<file path="config.mk">
export PLATFORM = sky130hd
export DESIGN_NAME = posit_mult_pipe
export DESIGN_NICKNAME = d
export VERILOG_FILES = /design/src/rtl/posit_mult_pipe_pkg.sv /design/src/rtl/posit_mult_core.sv /design/src/rtl/posit_mult_pipe.sv
export SDC_FILE = /design/constraint.sdc
export NUM_CORES = 1
export LEC_CHECK = 0
export ABC_CLOCK_PERIOD_IN_PS = 1150
export CAP_MARGIN = 20
export CORE_ASPECT_RATIO = 1.1
export CORE_MARGIN = 2
export CORE_UTILIZATION = 30
export DETAILED_ROUTE_END_ITERATION = 7
export PLACE_DENSITY = 0.53
export SLEW_MARGIN = 5
export SYNTH_ARGS = -nofsm -noshare
export SYNTH_HDL_FRONTEND = slang
export SYNTH_SLANG_ARGS = --single-unit
</file>
<file path="constraint.sdc">
create_clock -name clk -period 1.15 [get_ports clk]
set_input_delay 0.345 -clock clk [delete_from_list [all_inputs] [get_ports clk]]
set_output_delay 0.345 -clock clk [all_outputs]
set_load 0.05 [all_outputs]
</file>
<file path="src/rtl/posit_mult_pipe_pkg.sv">
// Shared definitions for the denormalised-posit multiplier datapath.
`default_nettype none

package posit_mult_pipe_pkg;

  // Special-value flags carried with every denormalised posit; scale and fraction
  // widths vary per instance, so the per-stage struct is built in the modules.
  typedef struct packed {
    logic sign;
    logic nar;
    logic zero;
  } posit_flags_t;

  function automatic int prod_width(input int frac_w);
    return 2 * (frac_w + 1);
  endfunction

endpackage

`default_nettype wire

</file>
<file path="src/rtl/posit_mult_core.sv">
// Combinational denormalised-posit multiply: hidden-bit product, scale sum and
// special-case resolution (NaR dominates zero).
`default_nettype none

module posit_mult_core
  import posit_mult_pipe_pkg::*;
#(
  parameter int FRAC_W  = 4,
  parameter int SCALE_W = 6,
  localparam int PROD_W = prod_width(FRAC_W)
) (
  input  logic [FRAC_W-1:0]         frac_a,
  input  logic signed [SCALE_W-1:0] scale_a,
  input  logic                      nar_a,
  input  logic                      zero_a,
  input  logic                      sign_a,
  input  logic [FRAC_W-1:0]         frac_b,
  input  logic signed [SCALE_W-1:0] scale_b,
  input  logic                      nar_b,
  input  logic                      zero_b,
  input  logic                      sign_b,
  output logic [PROD_W-1:0]         frac,
  output logic signed [SCALE_W:0]   scale,
  output posit_flags_t              flags
);

  logic [PROD_W-1:0]       mant_a;
  logic [PROD_W-1:0]       mant_b;
  logic [PROD_W-1:0]       prod;
  logic signed [SCALE_W:0] scale_sum;
  logic                    special;

  assign mant_a = {{(FRAC_W+1){1'b0}}, 1'b1, frac_a};
  assign mant_b = {{(FRAC_W+1){1'b0}}, 1'b1, frac_b};
  assign prod   = mant_a * mant_b;

  // The product of two [1,2) mantissas lies in [1,4); an MSB of 1 bumps the scale.
  assign scale_sum = {scale_a[SCALE_W-1], scale_a} + {scale_b[SCALE_W-1], scale_b}
                   + {{SCALE_W{1'b0}}, prod[PROD_W-1]};

  always_comb begin
    flags.nar  = nar_a | nar_b;
    flags.zero = ~flags.nar & (zero_a | zero_b);
    special    = flags.nar | flags.zero;
    flags.sign = special ? 1'b0 : (sign_a ^ sign_b);
    frac       = special ? '0 : prod;
    scale      = special ? '0 : scale_sum;
  end

endmodule

`default_nettype wire

</file>
<file path="src/rtl/posit_mult_pipe.sv">
// Pipelined posit multiplier with valid/ready handshake and LATENCY register stages.
// Optional macro POSIT_MULT_NORM_EN left-aligns the output fraction.
`default_nettype none

module posit_mult_pipe
  import posit_mult_pipe_pkg::*;
#(
  parameter int FRAC_W  = 4,
  parameter int SCALE_W = 6,
  parameter int LATENCY = 2,
  localparam int PROD_W = prod_width(FRAC_W)
) (
  input  logic                      clk,
  input  logic                      rst_n,
  input  logic                      s_valid_i,
  output logic                      s_ready_o,
  input  logic [FRAC_W-1:0]         frac_a_i,
  input  logic signed [SCALE_W-1:0] scale_a_i,
  input  logic                      nar_a_i,
  input  logic                      zero_a_i,
  input  logic                      sign_a_i,
  input  logic [FRAC_W-1:0]         frac_b_i,
  input  logic signed [SCALE_W-1:0] scale_b_i,
  input  logic                      nar_b_i,
  input  logic                      zero_b_i,
  input  logic                      sign_b_i,
  output logic                      m_valid_o,
  input  logic                      m_ready_i,
  output logic [PROD_W-1:0]         frac_o,
  output logic signed [SCALE_W:0]   scale_o,
  output logic                      nar_o,
  output logic                      zero_o,
  output logic                      sign_o
);

  typedef struct packed {
    posit_flags_t            flags;
    logic signed [SCALE_W:0] scale;
    logic [PROD_W-1:0]       frac;
  } stage_t;

  stage_t               core_out;
  stage_t               stg_q [LATENCY];
  logic [LATENCY-1:0]   vld_q;
  logic                 advance;
  stage_t               last;

  posit_mult_core #(
    .FRAC_W  (FRAC_W),
    .SCALE_W (SCALE_W)
  ) u_core (
    .frac_a  (frac_a_i),
    .scale_a (scale_a_i),
    .nar_a   (nar_a_i),
    .zero_a  (zero_a_i),
    .sign_a  (sign_a_i),
    .frac_b  (frac_b_i),
    .scale_b (scale_b_i),
    .nar_b   (nar_b_i),
    .zero_b  (zero_b_i),
    .sign_b  (sign_b_i),
    .frac    (core_out.frac),
    .scale   (core_out.scale),
    .flags   (core_out.flags)
  );

  // The whole pipe moves in lockstep; it freezes only when the output is held.
  assign advance   = ~vld_q[LATENCY-1] | m_ready_i;
  assign s_ready_o = advance;

  always_ff @(posedge clk or negedge rst_n) begin
    if (!rst_n) begin
      vld_q <= '0;
      for (int i = 0; i < LATENCY; i++) stg_q[i] <= '0;
    end else if (advance) begin
      vld_q[0] <= s_valid_i;
      if (s_valid_i) stg_q[0] <= core_out;
      for (int i = 1; i < LATENCY; i++) begin
        vld_q[i] <= vld_q[i-1];
        stg_q[i] <= stg_q[i-1];
      end
    end
  end

  assign last      = stg_q[LATENCY-1];
  assign m_valid_o = vld_q[LATENCY-1];
  assign scale_o   = last.scale;
  assign nar_o     = last.flags.nar;
  assign zero_o    = last.flags.zero;
  assign sign_o    = last.flags.sign;

`ifdef POSIT_MULT_NORM_EN
  always_comb begin
    frac_o = last.frac;
    if (!last.flags.nar && !last.flags.zero && !last.frac[PROD_W-1])
      frac_o = last.frac << 1;
  end
`else
  assign frac_o = last.frac;
`endif

endmodule

`default_nettype wire

</file>
; Word-level counts from Yosys, hierarchy flattened
; Index checks and enable logic that the tools add are counted.
[totals]
regBits = 42
out_inout_bits = 22
[classes]
addsub = 2
multipliers = 1
mux = 3
bitwise_logic = 8
n_reduce_logical = 1
[ops]
columns = cell, n
row1 = 5-bit by 5-bit multiplier with 10-bit output, 1
row2 = 10-bit two-way mux, 1
row3 = 6-bit by 6-bit adder with 7-bit output, 1
row4 = 7-bit by 1-bit adder with 7-bit output, 1
row5 = 7-bit two-way mux, 1
row6 = 1-bit OR, 4
row7 = 1-bit NOT, 2
row8 = 2-bit AND reduction, 1
row9 = 1-bit bitwise AND, 1
row10 = 1-bit two-way mux, 1
row11 = 1-bit XOR, 1

; Depth between registers and ports, before layout
; Gate-level depths: netlist of run 1.
[logic_depth]
word_depth = 5
mapped_depth = 17
ltp_nobuf = 17

; Cells and area by module
; From an unflattened synthesis of run 1, not the netlist that was laid out.
[unflattened]
hier_cells = 298
hier_area_um2 = 2925.3
[by_module_without_submodules]
columns = mod, n_inst, cells_per_inst, area_per_inst_um2, seq_area_each_um2
row1 = posit_mult_pipe, 1, 151, 1788.0, 1051.0
row2 = posit_mult_core, 1, 147, 1137.3, 0.0

; Least setup slack after synthesis of run 1
; Ideal clock, no wire load.
[synth_path]
path_kind = input -> register
startpoint = in frac_b_i[3]
endpoint = reg stg_q[34] in the netlist's numbering
setup_ns = 0.122
t_arrival_ns = 4.219
required_time_ns = 1.028
path_slack_ns = -3.191
path_stages = 17
n_path_buf = 0
path_cell_list = and2_1 > fa_1 > inv_1 > fa_1 > fa_1 > inv_1 > ha_1 > o21ai_1 > o211ai_1 > a21o_1 > nand2_1 > fa_1 > fa_1 > nor2b_1 > o21a_1 > o21ai_0 > a32o_1
[synth_between]
elab_chain_len = 3
[synth_lines]
columns = item, line_no
row1 = start: declaration, posit_mult_pipe.sv:22  ; input logic [FRAC_W-1:0] frac_b_i,
row2 = 5-bit by 5-bit multiplier with 10-bit output, posit_mult_core.sv:35  ; assign prod = mant_a * mant_b;
row3 = 7-bit by 1-bit adder with 7-bit output, posit_mult_core.sv:39  ; + {{SCALE_W{1'b0}}, prod[PROD_W-1]};
row4 = 7-bit two-way mux, posit_mult_core.sv:47  ; scale = special ? '0 : scale_sum;
row5 = end signal: indexed assignment, posit_mult_pipe.sv:80  ; stg_q[i] <= stg_q[i-1];
row6 = end: declaration, posit_mult_pipe.sv:43  ; stage_t stg_q [LATENCY];
; Every way passes these cells.
; A chain may end at the register's enable or synchronous reset.

; Worst setup path after layout of run 1
[layout_path]
startpoint = in frac_b_i[2]
endpoint = reg stg_q[34] in the netlist's numbering
; The elaborated chain is that of the path after synthesis.

==> results.sh, run 1 <==
export IMPL_clk_latency_ns=0.30
export IMPL_r2r_start="vld_q[1]"
export IMPL_fin_cells=516
export IMPL_drc=0
export IMPL_final_layout_size_suffix_gt1_share_pct=45.5
export IMPL_syn_area_sq_um=2660
export IMPL_ys_seq_area_share_pct=39.5
export IMPL_synthCells=284
export IMPL_p_int_mw=3.45
export IMPL_crit_family="adder cells"
export IMPL_cp_slowest_stage_delay_ns=0.51
export IMPL_slew_headroom_pct=81.5
export IMPL_totalWireLength_mm=6.95
export IMPL_async_flop_share_pct=100
export IMPL_via_per_inst=4.53
export IMPL_numCtsBuffers=5
export IMPL_reg2regPathDepth=8
export IMPL_synth_top_family_by_area="simple AND/OR/NAND/NOR gates"
export IMPL_ys_ff_latch=42
export IMPL_p_leak_nw=2.25
export IMPL_tightestPinTransition_ns=0.276
export IMPL_synth_warnings=0
export IMPL_via_count=2336
export IMPL_cts_path_max_buffers=2
export IMPL_crit_slowest_cell="fa_1"
export IMPL_start_util_pct=30.4
export IMPL_num_rows=36
export IMPL_ys_flop_type="dfrtp_1"
export IMPL_synth_fp_nets=347
export IMPL_die_h_um=103
export IMPL_synth_compound_area_share_pct=12.1
export IMPL_setup_viol=58
export IMPL_diodes=0
export IMPL_final_nets=464
export IMPL_crit_top_cell="fa_1"
export IMPL_grt_antenna_before_repair=0
export IMPL_worstPathRequired_ns=1.33
export IMPL_pwr_share_clk_pct=22.9
export IMPL_comb_power_share_pct=44.7
export IMPL_wl_per_cell_um=13.5
export IMPL_worst_setup_path_end_kind="flip-flop"
export IMPL_overflow=0
export IMPL_yosys_area_share_simple_pct=19.4
export IMPL_placedCellCount=474
export IMPL_place_hpwl_mm=4.84
export IMPL_slew_violations=0
export IMPL_final_hold_viol_count=0
export IMPL_hold_path_class="input port to async pin"
export IMPL_powerDensity_nw_per_um2=1120
export IMPL_ant_nets=0
export IMPL_cts_htree_levels=2
export IMPL_gp_congestion=0.828
export IMPL_final_cell_mix="59 x nand2_1, 59 x buf_4, 41 x dfrtp_1"
export IMPL_portBuffers=51
export IMPL_r2r_slack_ns=-0.31
export IMPL_ir_drop_mv=0.457
export IMPL_critPathKind="input port to flip-flop"
export IMPL_r2r_end="stg_q[27]"
export IMPL_dr_pass1_iters=4
export IMPL_clock_sinks=42
export IMPL_grt_max_degree=43
export IMPL_worstPathArrival_ns=4.21
export IMPL_synthDistinctLibCells=38
export IMPL_worstPathCellList="buf_6, and2_4, fa_1, inv_1, fa_1, fa_1, inv_2, ha_4, o21ai_2, o211ai_1, a21o_1, nand2_1, fa_2, fa_2, nor2b_1, o21a_1, o21ai_2, a32o_1"
export IMPL_maxCapViolCount=0
export IMPL_critPathMaxFanout=2
export IMPL_synth_edff_count=0
export IMPL_pwr_share_seq_pct=32.3
export IMPL_dieArea_sq_um=9630
export IMPL_fin_crit_ns=4.03
export IMPL_synthAdderAreaFrac_pct=18.6
export IMPL_fin_crit_sh_pct=350
export IMPL_grt_pass1_wl_mm=11.3
export IMPL_status="finished with violations"
export IMPL_die_x_um=93.7
export IMPL_swShare_pct=32.3
export IMPL_violations="setup timing"
export IMPL_core_sq_um=8740
export IMPL_synth_xor_xnor_area_share_pct=0.989
export IMPL_drt_iter0_markers=48
export IMPL_cts_tree="built"
export IMPL_cts_root_buf="clkbuf_8"
export IMPL_rsz0062_at_grt="true"
export IMPL_p_sw_mw=1.65
export IMPL_skew_ns=0.00867
export IMPL_syn_area_per_cell_sq_um=9.36
export IMPL_max_freq_mhz=248
export IMPL_grt_usage_pct=14.9
export IMPL_grt_pass1_vias=2351
export IMPL_io_pins=52
export IMPL_syn2layout_area_growth_pct=70.8
export IMPL_path_buf_inv=3
export IMPL_muxShareOfSynthArea_pct=0
export IMPL_dp_slack_ns=-3.62
export IMPL_whs_ns=0.00244
export IMPL_clkTransAtPathRegs_ns=0.09
export IMPL_worst_slack_ns=-2.88
export IMPL_startpoint_type="input port"
==> power groups by stage <==
stage,Combinational [mW],Clock [mW],Sequential [mW]
floorplan,0.992,0,1.71
global placement,1.83,0,1.67
detailed placement,1.86,0,1.67
CTS,2.15,1.20,1.65
global route,2.49,1.25,1.66
finish,2.28,1.17,1.65
==> final cells by class <==
cell class	count	area, sq um
sequential	42	1050
inverter	23	88.8
timing repair buffer	133	1490
tap	114	143
multi-input combinational	196	1660
clock inverter	1	30.0
clock buffer	7	76.3
fill	795	4200
==> state kept, by name, summed over array words and instances, names as in the netlist <==
name,flops
stg_q,20
frac_o,10
scale_o,7
vld_q,2
nar_o,1
sign_o,1
zero_o,1
==> worst max-delay path by stage <==
| stage | from | endpoint | slack (ns) | cells past startpoint |
|---|---|---|---|---|
| 3_3_place_gp | frac_b_i[3] | stg_q[34] | -3.53 | 18 |
| 6_report | frac_b_i[2] | stg_q[34] | -2.88 | 18 |
| 5_1_grt | frac_b_i[2] | stg_q[34] | -3.06 | 18 |
| 2_1_floorplan | frac_b_i[3] | stg_q[34] | -3.01 | 17 |
| 3_5_place_dp | frac_b_i[3] | stg_q[34] | -3.62 | 18 |
| 4_1_cts | frac_b_i[2] | stg_q[34] | -2.84 | 18 |
==> through the flow <==
step | util (%) | power (mW) | TNS [ns] | cell area, sq um
2_1_floorplan | - | 2.70 | -32.24 | 2850
3_5_place_dp | 44.6 | 3.53 | -51.63 | 3890
6_report | 51.9 | 5.10 | -38.30 | 4540
3_3_place_gp | 44.6 | 3.50 | -51.22 | 3890
5_1_grt | 51.9 | 5.41 | -41.90 | 4540
4_1_cts | 49.6 | 5.01 | -36.44 | 4340
==> kinds of logic (layout without fill, tap and decap cells) <==
family	Yosys count	count (layout)
AND/OR/NAND/NOR	116	117
buffers and inverters	47	164
AO/OA/AOI/OAI	43	43
flip-flops	42	42
adder cells (fa/ha/maj)	33	33
XOR/XNOR	3	3
==> routing by layer <==
layer  GRT usage (%)  vias to the layer above  share of wire (%)
li1                -                     1156                  -
met1            18.8                     1133                 43
met2            26.7                       38                 52
met3            2.05                        9                2.9
met4            4.57                        0                2.0
met5               0                        -                  0
==> synthesized netlist by cell type (all sizes together), types with 2 or more instances <==
library cell	number	area, sq um
xor2	2	17.5
buf	21	149
nand2	85	319
inv	23	86.3
a21o	3	22.5
dfrtp	42	1050
ha	22	275
o21ai	12	60.1
nor2	11	46.3
and2	9	56.3
o21a	3	22.5
nor2b	4	32.5
o31ai	2	15.0
o211ai	4	35.0
fa	11	220
clkbuf	3	11.3
a22o	2	17.5
a2111o	3	33.8
a21oi	4	20.0
a32o	7	70.1
==> repair_timing <==
item / in CTS / in global routing
pin swaps: 25 / 17
gates cloned: 4 / 0
hold buffers: 0 / 0
setup buffers: 15 / 17
setup endpoints to repair: 58 / 59
gates resized for setup: 68 / 28
(Power assumes the default switching activity.)
==> run 2: changes to the inputs <==
Settings changed: CORE_ASPECT_RATIO 1.1 to 1.25, CORE_UTILIZATION 30 to 28, GPL_TIMING_DRIVEN from default to 0, PLACE_DENSITY 0.53 to 0.5.
==> run 2 against run 1 <==
  * The flow still finishes with violations (setup timing)
  * Non-clock buffer count shrank 19
  * Core utilization shrank 3.6 points
  * Count of clock-buffer cells in the layout shrank 2
  * Routed wire length shrank 2.8%
  * Setup slack lost 0.14 ns
  * Via count shrank 5.1%
  * Cell count shrank 2.1%
  * First-iteration DRC count grew 71%
  * Sequential power is essentially flat
==> results.sh, run 2 (synthesized netlist as in run 1, its figures left out) <==
export IMPL_via_count=2218
export IMPL_critPathKind="input port to flip-flop"
export IMPL_critPathMaxFanout=2
export IMPL_dr_max_layer_used="met4"
export IMPL_grt_max_degree=37
export IMPL_rsz0062_at_grt="true"
export IMPL_startpoint_type="input port"
export IMPL_met1_length_mm=2.92
export IMPL_place_area_sq_um=3530
export IMPL_fin_cells=505
export IMPL_pwr_share_seq_pct=28.5
export IMPL_placedCellCount=459
export IMPL_syn2layout_area_growth_pct=66.9
export IMPL_p_sw_mw=1.74
export IMPL_max_freq_mhz=240
export IMPL_slew_violations=0
export IMPL_tightestPinTransition_ns=0.324
export IMPL_cts_path_max_buffers=2
export IMPL_powerDensity_nw_per_um2=1290
export IMPL_met3WireLength_um=156
export IMPL_grt_pass1_wl_mm=11.0
export IMPL_fillers=882
export IMPL_drt_iter0_markers=82
export IMPL_final_hold_viol_count=0
export IMPL_worstPathArrival_ns=4.34
export IMPL_final_cell_mix="70 x nand2_1, 41 x dfrtp_1, 39 x buf_6"
export IMPL_core_sq_um=9170
export IMPL_post_route_util_pct=48.4
export IMPL_setup_viol=43
export IMPL_dr_pass1_iters=4
export IMPL_place_hpwl_mm=4.72
export IMPL_clk_latency_ns=0.29
export IMPL_fin_crit_sh_pct=362
export IMPL_swShare_pct=30.3
export IMPL_via_per_inst=4.39
export IMPL_comb_power_share_pct=38.9
export IMPL_pwr_share_clk_pct=32.6
export IMPL_grt_usage_pct=13.3
export IMPL_worst_slack_ns=-3.02
export IMPL_drc=0
export IMPL_ant_nets=0
export IMPL_cts_root_buf="clkbuf_16"
export IMPL_io_pins=52
export IMPL_final_nets=444
export IMPL_die_h_um=113
export IMPL_skew_ns=0.00907
export IMPL_worst_setup_path_end_kind="flip-flop"
export IMPL_largest_register_ffs=20
export IMPL_fin_crit_ns=4.17
export IMPL_diodes=0
export IMPL_start_util_pct=29.0
export IMPL_mostFrequentLayoutCell="nand2_1"
export IMPL_met2_length_mm=3.58
export IMPL_cts_tree="built"
export IMPL_cts_htree_levels=2
export IMPL_num_rows=39
export IMPL_violations="setup timing"
export IMPL_max_flop_register="stg_q"
export IMPL_p_leak_nw=2.16
export IMPL_status="finished with violations"
export IMPL_die_x_um=91.1
export IMPL_gp_congestion=0.757
export IMPL_hold_path_class="input port to flip-flop"
export IMPL_numCtsBuffers=5
export IMPL_slew_headroom_pct=78.4
export IMPL_clkTransAtPathRegs_ns=0.06
export IMPL_design_area_sq_um=4440
export IMPL_wl_per_cell_um=13.4
export IMPL_final_layout_size_suffix_gt1_share_pct=40.1
export IMPL_totalWireLength_mm=6.75
export IMPL_portBuffers=51
export IMPL_dieArea_sq_um=10300
export IMPL_clock_sinks=42
export IMPL_grt_pass1_vias=2272
export IMPL_p_int_mw=4.00
export IMPL_maxCapViolCount=0
export IMPL_overflow=0
export IMPL_ir_drop_mv=0.546
export IMPL_worstPathRequired_ns=1.32
export IMPL_grt_antenna_before_repair=0
export IMPL_whs_ns=0.406
[run 2: cell types whose count changed in the layout (fill, tap and decap cells not counted), moves of 11 or more]
cell	delta
buf_4	-41
buf_6	+21
buf_8	+20
buf_12	-18
nand2_1	+11
nand2_2	-11
[run 2: repair_timing]
action                                 CTS  global route
endpoints found under the hold margin    6             0
resized for setup                      245            49
setup endpoints to repair               63            61
buffers inserted                        16            27
cloned                                   2             0
pin swaps                               26            25
hold buffers                             1             0
[run 2: cell type report]
| cell class | instances | area [sq um] | area share, % |
|---|---|---|---|
| multi-input cells | 195 | 1620 | 36.4 |
| flip-flops and latches | 42 | 1050 | 23.7 |
| well taps | 123 | 154 | 3.47 |
| clock buffers | 5 | 125 | 2.82 |
| clock inverters | 3 | 68.8 | 1.55 |
| repair buffers | 97 | 1120 | 25.2 |
| inverters | 23 | 91.3 | 2.06 |
| plain buffers | 17 | 211 | 4.77 |
[run 2: path summary, 6_finish.rpt]
| kind | from | to | slack [ns] | cells after the start |
|---|---|---|---|---|
| max in group asynchronous | rst_n | vld_q[1] | 0.27 | 3 |
| worst min-delay path | frac_a_i[0] | stg_q[20] | 0.41 | 2 |
| worst min register to register | vld_q[0] | vld_q[1] | 0.46 | 1 |
| min in group asynchronous | rst_n | stg_q[28] | 0.43 | 2 |
| worst max-delay path | frac_b_i[2] | stg_q[34] | -3.02 | 18 |
| worst max register to register | vld_q[1] | stg_q[27] | -0.40 | 6 |
[run 2: metal layers]
layer	vias up	GRT usage, %
li1	1118	-
met5	-	0
met3	7	1.73
met1	1061	16.5
met2	32	24.0
met4	0	4.24
[run 2: metrics by stage]
stage / power [mW] / setup TNS (ns) / setup WS (ns)
6_report: 5.74 / -38.80 / -3.02
5_1_grt: 6.03 / -41.20 / -3.15
4_1_cts: 5.33 / -34.28 / -2.96
3_5_place_dp: 3.17 / -61.39 / -3.87
3_3_place_gp: 3.15 / -122.53 / -3.82
2_1_floorplan: 2.70 / -32.24 / -3.01
[run 2: power groups by stage]
stage | clock (mW) | combinational (mW) | sequential (mW)
6_report | 1.87 | 2.23 | 1.63
5_1_grt | 1.96 | 2.43 | 1.64
4_1_cts | 1.90 | 1.80 | 1.63
3_5_place_dp | 0 | 1.53 | 1.65
3_3_place_gp | 0 | 1.51 | 1.64
2_1_floorplan | 0 | 0.992 | 1.71
[run 2: worst max-delay path, cell delays in order]
cell      delay, ns
buf_8          0.09
and2_4         0.15
fa_1           0.49
inv_1          0.05
fa_1           0.44
fa_1           0.51
inv_2          0.05
ha_4           0.26
o21ai_2        0.06
o211ai_1       0.26
a21o_1         0.20
nand2_2        0.07
fa_2           0.39
fa_2           0.38
nor2b_1        0.14
o21a_1         0.16
o21ai_2        0.08
a32o_1         0.22
